File: src/rtl/branch_pkg.sv
// branch_pkg: comparator control codes, FSM state encoding and branch decode helper.
package branch_pkg;
  localparam logic [2:0] CMP_NONE = 3'd0;
  localparam logic [2:0] BEQ = 3'd1;
  localparam logic [2:0] BNE = 3'd6;
  typedef enum logic [1:0] {IDLE = 2'd0, WAIT = 2'd1, REDIRECT = 2'd2} state_t;
  function automatic logic is_br(input logic [2:0] op);
    return (op == BEQ) || (op == BNE);
  endfunction
endpackage

File: src/rtl/branch_stats_counters.sv
// branch_stats_counters: wrapping taken / not-taken / stall-cycle event counters.
module branch_stats_counters (
  input  logic        clk,
  input  logic        rst_n,
  input  logic        taken,
  input  logic        not_taken,
  input  logic        stall,
  output logic [31:0] taken_cnt,
  output logic [31:0] not_taken_cnt,
  output logic [31:0] stall_cnt
);
  always_ff @(posedge clk or negedge rst_n) begin
    if (!rst_n) begin
      taken_cnt <= '0;
      not_taken_cnt <= '0;
      stall_cnt <= '0;
    end else begin
      taken_cnt <= taken_cnt + {31'd0, taken};
      not_taken_cnt <= not_taken_cnt + {31'd0, not_taken};
      stall_cnt <= stall_cnt + {31'd0, stall};
    end
  end
endmodule

File: src/rtl/branch_resolve_ctrl.sv
// branch_resolve_ctrl: ID-stage branch sequencer (operand wait, one-cycle compare, registered redirect).
// Optional BRANCH_STATS_EN adds TakenCnt/NotTakenCnt/StallCnt outputs.
module branch_resolve_ctrl
  import branch_pkg::*;
#(
  parameter int ADDR_W = 32,
  parameter int MAX_WAIT = 3
) (
  input  logic              Clk,
  input  logic              Rst_n,
  input  logic              BranchValid,
  input  logic [2:0]        BranchOp,
  input  logic              OpndHazard,
  input  logic [ADDR_W-1:0] Target,
  input  logic              CmpResult,
  output logic [2:0]        CmpControl,
  output logic              Stall,
  output logic              Redirect,
  output logic [ADDR_W-1:0] RedirectPC,
  output logic              Flush,
  output logic              HazardTimeout,
  output logic              Busy
`ifdef BRANCH_STATS_EN
  ,
  output logic [31:0]       TakenCnt,
  output logic [31:0]       NotTakenCnt,
  output logic [31:0]       StallCnt
`endif
);
  localparam int CW = $clog2(MAX_WAIT + 2);
  localparam logic [CW-1:0] CMAX = CW'(MAX_WAIT + 1);
  state_t state;
  logic [CW-1:0] wcnt;
  logic active, resolve, taken;
  // a branch is "active" in IDLE only when decoded; in WAIT IF/ID is held so it stays active
  assign active = Rst_n & ((state == WAIT) | ((state == IDLE) & BranchValid & is_br(BranchOp)));
  assign resolve = active & ~OpndHazard;
  assign Stall = active & OpndHazard;
  assign taken = resolve & CmpResult;
  assign CmpControl = resolve ? BranchOp : CMP_NONE;
  assign Busy = state != IDLE;
  always_ff @(posedge Clk or negedge Rst_n) begin
    if (!Rst_n) begin
      state <= IDLE;
      wcnt <= '0;
      RedirectPC <= '0;
      Redirect <= 1'b0;
      Flush <= 1'b0;
      HazardTimeout <= 1'b0;
    end else begin
      Redirect <= taken;
      Flush <= taken;
      if (taken) RedirectPC <= Target;
      case (state)
        IDLE: begin
          if (Stall) begin
            state <= WAIT;
            wcnt <= CW'(1);
          end else if (taken) state <= REDIRECT;
        end
        WAIT: begin
          if (OpndHazard) begin
            wcnt <= (wcnt == CMAX) ? CMAX : wcnt + CW'(1);
            if (wcnt >= CMAX - CW'(1)) HazardTimeout <= 1'b1;
          end else begin
            wcnt <= '0;
            state <= taken ? REDIRECT : IDLE;
          end
        end
        default: state <= IDLE;
      endcase
    end
  end
`ifdef BRANCH_STATS_EN
  branch_stats_counters u_stats (
    .clk          (Clk),
    .rst_n        (Rst_n),
    .taken        (taken),
    .not_taken    (resolve & ~CmpResult),
    .stall        (Stall),
    .taken_cnt    (TakenCnt),
    .not_taken_cnt(NotTakenCnt),
    .stall_cnt    (StallCnt)
  );
`endif
endmodule

File: config.mk
export PLATFORM = sky130hd
export DESIGN_NAME = branch_resolve_ctrl
export DESIGN_NICKNAME = d
export VERILOG_FILES = /design/src/rtl/branch_pkg.sv /design/src/rtl/branch_stats_counters.sv /design/src/rtl/branch_resolve_ctrl.sv
export SDC_FILE = /design/constraint.sdc
export NUM_CORES = 1
export LEC_CHECK = 0
export ABC_AREA = 1
export BUFFER_PORTS_ARGS = -buffer_cell sky130_fd_sc_hd__buf_2
export CORE_UTILIZATION = 49
export DETAILED_ROUTE_END_ITERATION = 8
export GPL_ROUTABILITY_DRIVEN = 1
export HOLD_SLACK_MARGIN = 0.15
export PLACE_DENSITY = 0.87
export SLEW_MARGIN = 30
export SYNTH_ARGS = -nofsm -noshare
export SYNTH_HDL_FRONTEND = slang
export SYNTH_SLANG_ARGS = --single-unit
File: constraint.sdc
create_clock -name Clk -period 3.7 [get_ports Clk]
set_input_delay 0.185 -clock Clk [delete_from_list [all_inputs] [get_ports Clk]]
set_output_delay 0.185 -clock Clk [all_outputs]
set_load 0.02 [all_outputs]
==> results of run 1 <==
==> cell type report <==
| cell class | instances | area, um^2 | area share, % |
|---|---|---|---|
| flip-flops and latches | 39 | 976 | 39.9 |
| repair buffers | 113 | 733 | 29.9 |
| multi-input cells | 134 | 569 | 23.2 |
| inverters | 16 | 61.3 | 2.50 |
| well taps | 44 | 55.1 | 2.25 |
| clock buffers | 6 | 41.3 | 1.69 |
| clock inverters | 2 | 12.5 | 0.511 |
==> stage by stage <==
stage / cell area, um^2 / power [uW]
finish: 2450 / 1230
global route: 2450 / 1320
CTS: 2450 / 1240
detailed placement: 2060 / 1000
global placement: 2060 / 994
floorplan: 1660 / 848
==> kinds of logic (layout without fill, tap and decap cells) <==
| kind of cell | count (synthesis) | after routing | share of synthesized area (%) |
|---|---|---|---|
| simple gates | 128 | 128 | 31.1 |
| flops | 39 | 39 | 58.7 |
| buf+inv | 23 | 137 | 7.07 |
| fa+ha+maj | 3 | 3 | 2.26 |
| compound gates | 3 | 3 | 0.903 |
==> sequential cells by signal, indices dropped and copies added (netlist names) <==
signal and cells:
RedirectPC 32, HazardTimeout 1, Flush 1, state 2, wcnt 3
==> timing repair <==
item,in CTS,in global routing
gates resized for setup,0,0
hold buffers,33,0
hold endpoints to repair,71,0
==> power groups by stage <==
| stage | sequential, uW | clock (uW) | combinational, uW |
|---|---|---|---|
| after global placement | 600 | 0 | 395 |
| final | 594 | 207 | 432 |
| after detailed placement | 598 | 0 | 407 |
| after floorplan | 710 | 0 | 139 |
| after global routing | 605 | 233 | 483 |
| after CTS | 592 | 213 | 432 |
==> metal layers <==
layer  track usage, %  part of all wire, %  vias up
met5                0                    0        -
met3             6.49                  7.3        7
met4             6.98                  1.2        0
met1             28.4                   42      749
met2             43.0                   50       71
li1                 -                    -      814
==> final timing paths <==
check                              start        endpoint  slack, ns  depth (start not counted)
setup / recovery                   Rst_n  RedirectPC[11]       1.50                          7
hold / removal                OpndHazard         wcnt[0]       0.26                          5
setup reg to reg                state[1]  RedirectPC[11]       1.72                          9
hold reg to reg            RedirectPC[4]   RedirectPC[4]       0.48                          2
max in group asynchronous          Rst_n   RedirectPC[4]       2.91                          3
min in group asynchronous          Rst_n   HazardTimeout       0.43                          3
==> Yosys cell counts <==
cell type	count	area, um^2
buf_4	1	7.51
nand4_1	1	6.26
nor2_1	6	22.5
buf_6	3	33.8
ha_1	3	37.5
nand2_1	109	409
buf_2	3	15.0
dfrtp_1	39	976
inv_2	3	11.3
nand4_4	1	21.3
inv_1	12	45.0
nand3_1	9	45.0
clkinv_2	1	5.00
o21ai_0	3	15.0
nand2_2	2	12.5
==> worst register-to-register path, delay by kind of cell, from the launching register on <==
kind / cells / cell delay [ns]
buffers and inverters: 2 / 0.60
DFF: 1 / 0.41
and+or+nand+nor: 7 / 0.93
==> impl_metrics.env, run 1 <==
export IMPL_finalSetupViolCount=0
export IMPL_cellInternalPower_uw=771
export IMPL_syn_area_um2=1660
export IMPL_dp_cells=313
export IMPL_place_congestion=0.819
export IMPL_cp_num_buf_inv=4
export IMPL_drive_above_1_share_pct=30.3
export IMPL_core_area_um2=3130
export IMPL_fin_worst_skew_ns=0.00510
export IMPL_syn_area_per_cell_um2=8.48
export IMPL_antenna_found_initial=0
export IMPL_die_area_um2=3630
export IMPL_status="completed"
export IMPL_overflow=0
export IMPL_cp_top_family="buffers and inverters"
export IMPL_chipHeight_um=60.3
export IMPL_critical_path_most_common_cell="nand2_1"
export IMPL_final_cells=354
export IMPL_vdd_ir_drop_max_v=0.000320
export IMPL_vias_per_cell=4.64
export IMPL_power_switching_uw=462
export IMPL_post_cts_buffers=0
export IMPL_drc=0
export IMPL_critPathMaxFanout=43
export IMPL_fp_row_count=20
export IMPL_finalWorstSetupSlack_ns=1.50
export IMPL_clkTransAtPathRegs_ns=0.11
export IMPL_nets=352
export IMPL_slew_violations=0
export IMPL_synthCells=196
export IMPL_start_util_pct=53.2
export IMPL_clk_latency_ns=0.34
export IMPL_cp_slowest_cell="dlygate4sd3_1"
export IMPL_final_cell_mix="nand2_1 (109), buf_2 (79), dfrtp_1 (39), dlygate4sd3_1 (33), inv_1 (12)"
export IMPL_tightest_slew_ns=0.522
export IMPL_path_cells="dlygate4sd3_1, buf_2, buf_4, nand4_4, clkinv_2, nand2_1, nand2_1"
export IMPL_vias=1641
export IMPL_rsz0062_at_grt="false"
export IMPL_ios=80
export IMPL_ys_types=15
export IMPL_startpoint_type="primary input"
export IMPL_drv_cap=0
export IMPL_finalHoldWorstSlack_ns=0.261
export IMPL_combinationalPowerShare_pct=35.1
export IMPL_root_buffer="clkbuf_4"
export IMPL_h_tree_depth=2
export IMPL_critical_path_max_stage_delay_ns=0.52
export IMPL_hold_class="primary input to flip-flop"
export IMPL_synth_seq_cells=39
export IMPL_crit_path_end_kind="flip-flop"
export IMPL_io_buffers=79
export IMPL_grt_max_degree=44
export IMPL_switching_share_pct=37.5
export IMPL_dp_hpwl_um=2480
export IMPL_utilization_pct=78.3
export IMPL_firstDrtPassIters=4
export IMPL_drt_wl_total_um=3950
export IMPL_finalHoldViolCount=0
export IMPL_worstSetupPathType="primary input to flip-flop"
export IMPL_power_per_cell_area_nw_per_um2=504
export IMPL_relSlewSlack_pct=65.2
export IMPL_place_ws_ns=1.62
export IMPL_p_seq_share_pct=48.1
export IMPL_post_route_period_util_pct=59.4
export IMPL_cts_buffers=5
export IMPL_antenna_cells=0
export IMPL_drtAntennaViolNets=0
export IMPL_area_growth_pct=47.3
export IMPL_power_frac_clock_pct=16.8
export IMPL_drt_initial_drc_count=88
export IMPL_fin_crit_ns=2.20
export IMPL_die_w_um=60.3
export IMPL_layout_commonest_cell="nand2_1"
export IMPL_grt_pass1_wl_um=6370
export IMPL_wire_per_inst_um=11.1
export IMPL_critPathRequiredTime_ns=3.98
export IMPL_tritoncts="built"
export IMPL_grt_usage_pct=24.2
export IMPL_seq_area_frac_synth_pct=58.7
export IMPL_worst_ep_arrival_time_ns=2.48
export IMPL_yosysWarnings=0
export IMPL_cts_sinks=39
export IMPL_leakage_uw=0.00146
export IMPL_syn_num_nets=239
export IMPL_grt_pass1_vias=1539
export IMPL_cts_path_max_buffers=2
export IMPL_fill_cells=215
export IMPL_tns_ns=0
export IMPL_fmax_mhz=455
(Power assumes the default switching activity.)
==> inputs of run 2 (changes only) <==
Settings changed: CORE_UTILIZATION 49 to 41, PLACE_DENSITY 0.87 to 0.78.
Clock period 3.7 ns to 1.83 ns, I/O delays scaled along.
==> run 2 against run 1 <==
Net effect:
- total power grew 120%
- sequential share of layout area shrank 0.82 points
- final area grew 2.1%
- utilization shrank 12 points
- hold slack got worse by 0.063 ns
- clock skew shrank 0.0016 ns
- global-route usage fell by 3.1 points
- first-iteration DRC count rose by 1.1%
- clock power grew to 2.8 times the previous value
==> impl_metrics.env, run 2 (synthesis gave the netlist of run 1 again) <==
export IMPL_status="completed"
export IMPL_tightest_slew_ns=0.424
export IMPL_fp_row_count=22
export IMPL_worst_ep_arrival_time_ns=1.50
export IMPL_startpoint_type="flip-flop"
export IMPL_wire_per_inst_um=11.2
export IMPL_drt_wl_total_um=4030
export IMPL_dp_cells=319
export IMPL_h_tree_depth=2
export IMPL_vdd_ir_drop_max_v=0.000637
export IMPL_crit_path_end_kind="output pin"
export IMPL_overflow=0
export IMPL_antenna_cells=0
export IMPL_start_util_pct=44.1
export IMPL_critPathRequiredTime_ns=1.74
export IMPL_fmax_mhz=629
export IMPL_drt_initial_drc_count=89
export IMPL_fin_worst_skew_ns=0.00346
export IMPL_cp_num_buf_inv=2
export IMPL_cellInternalPower_uw=1680
export IMPL_final_cell_mix="nand2_1 (109), buf_2 (79), dfrtp_1 (39), dlygate4sd3_1 (33), inv_1 (12)"
export IMPL_chipHeight_um=65.7
export IMPL_power_switching_uw=973
export IMPL_grt_pass1_vias=1579
export IMPL_firstDrtPassIters=4
export IMPL_cts_sinks=39
export IMPL_core_area_um2=3770
export IMPL_drv_cap=0
export IMPL_post_route_period_util_pct=86.8
export IMPL_tns_ns=0
export IMPL_leakage_uw=0.00148
export IMPL_grt_usage_pct=21.1
export IMPL_largest_reg_flops=32
export IMPL_total_power_uw=2660
export IMPL_grt_pass1_wl_um=6850
export IMPL_io_buffers=79
export IMPL_tritoncts="built"
export IMPL_vias=1610
export IMPL_switching_share_pct=36.6
export IMPL_cp_top_family="simple AND/OR/NAND/NOR gates"
export IMPL_critical_path_max_stage_delay_ns=0.40
export IMPL_place_ws_ns=0.336
export IMPL_grt_max_degree=34
export IMPL_place_congestion=0.868
export IMPL_cts_buffers=5
export IMPL_cp_slowest_cell="dfrtp_1"
export IMPL_reg_largest_list="RedirectPC x32, wcnt x3, state x2"
export IMPL_finalSetupViolCount=0
export IMPL_finalHoldViolCount=0
export IMPL_clkTransAtPathRegs_ns=0.08
export IMPL_p_seq_share_pct=45.2
export IMPL_critPathMaxFanout=4
export IMPL_fin_crit_ns=1.59
export IMPL_rsz0062_at_grt="false"
export IMPL_area_growth_pct=50.3
export IMPL_die_area_um2=4310
export IMPL_antenna_found_initial=0
export IMPL_drive_above_1_share_pct=30.8
export IMPL_finalWorstSetupSlack_ns=0.241
export IMPL_worstSetupPathType="flip-flop to output pin"
export IMPL_power_frac_clock_pct=21.6
export IMPL_final_cells=360
export IMPL_nets=354
export IMPL_clk_latency_ns=0.29
export IMPL_path_cells="inv_2, nand2_2, nor2_1, nand3_1, nand2_2, nand3_1, nor2_1, buf_2"
export IMPL_slew_violations=0
export IMPL_drc=0
export IMPL_combinationalPowerShare_pct=33.2
export IMPL_drtAntennaViolNets=0
export IMPL_utilization_pct=66.3
export IMPL_vias_per_cell=4.47
export IMPL_cts_path_max_buffers=2
export IMPL_top_register="RedirectPC"
export IMPL_relSlewSlack_pct=71.7
export IMPL_power_per_cell_area_nw_per_um2=1060
export IMPL_die_w_um=65.7
export IMPL_hold_class="primary input to flip-flop"
export IMPL_post_cts_buffers=0
export IMPL_dp_hpwl_um=2580
export IMPL_layout_commonest_cell="nand2_1"
export IMPL_ff2ff_setup_slack_ns=0.34
export IMPL_root_buffer="clkbuf_8"
export IMPL_ios=80
==> run 2: layout make-up <==
type | count | area, um^2
Clock buffer | 6 | 72.6
Clock inverter | 2 | 12.5
Fill cell | 324 | 1270
Inverter | 16 | 61.3
Multi-Input combinational cell | 134 | 569
Sequential cell | 39 | 976
Tap cell | 48 | 60.1
Timing Repair Buffer | 115 | 748
==> run 2: path summary, 6_finish.rpt <==
check,endpoint,from,cells past startpoint
worst min-delay path,wcnt[0],OpndHazard,5
max in group asynchronous,RedirectPC[15],Rst_n,3
min in group asynchronous,state[1],Rst_n,3
worst min register to register,HazardTimeout,HazardTimeout,2
worst max register to register,RedirectPC[0],state[1],9
worst max-delay path,CmpControl[1],state[1],8
==> run 2: power groups by stage <==
| stage | Sequential (uW) | Clock, uW | Combinational (uW) |
|---|---|---|---|
| 6_report | 1200 | 574 | 881 |
| 5_1_grt | 1230 | 621 | 985 |
| 4_1_cts | 1200 | 587 | 888 |
| 3_5_place_dp | 1210 | 0 | 835 |
| 3_3_place_gp | 1210 | 0 | 805 |
| 2_1_floorplan | 1430 | 0 | 281 |
==> run 2: layer usage <==
metal	GRT usage, %	wire [um]
met2	36.7	2060
met5	0	0
met4	6.79	49
met3	5.38	215
met1	25.2	1710
==> run 2: what timing repair did <==
item | CTS | global route
hold buffers | 33 | 0
hold endpoints to repair | 71 | 0
resized for setup | 0 | 0
==> run 2: worst reg2reg max path, cell delays in order (launching register included) <==
cell      delay [ns]
dfrtp_1         0.38
inv_2           0.05
nand2_2         0.06
nor2_1          0.04
nand3_1         0.07
nand2_2         0.10
nand4_4         0.08
clkinv_2        0.35
nand2_1         0.18
nand2_1         0.06
==> run 2: per-stage QoR <==
stage | area [um^2] | hold WS, ns
6_report | 2500 | 0.198
4_1_cts | 2500 | 0.194
2_1_floorplan | 1660 | -0.204
3_5_place_dp | 2080 | 0.141
5_1_grt | 2500 | 0.221
3_3_place_gp | 2080 | 0.144
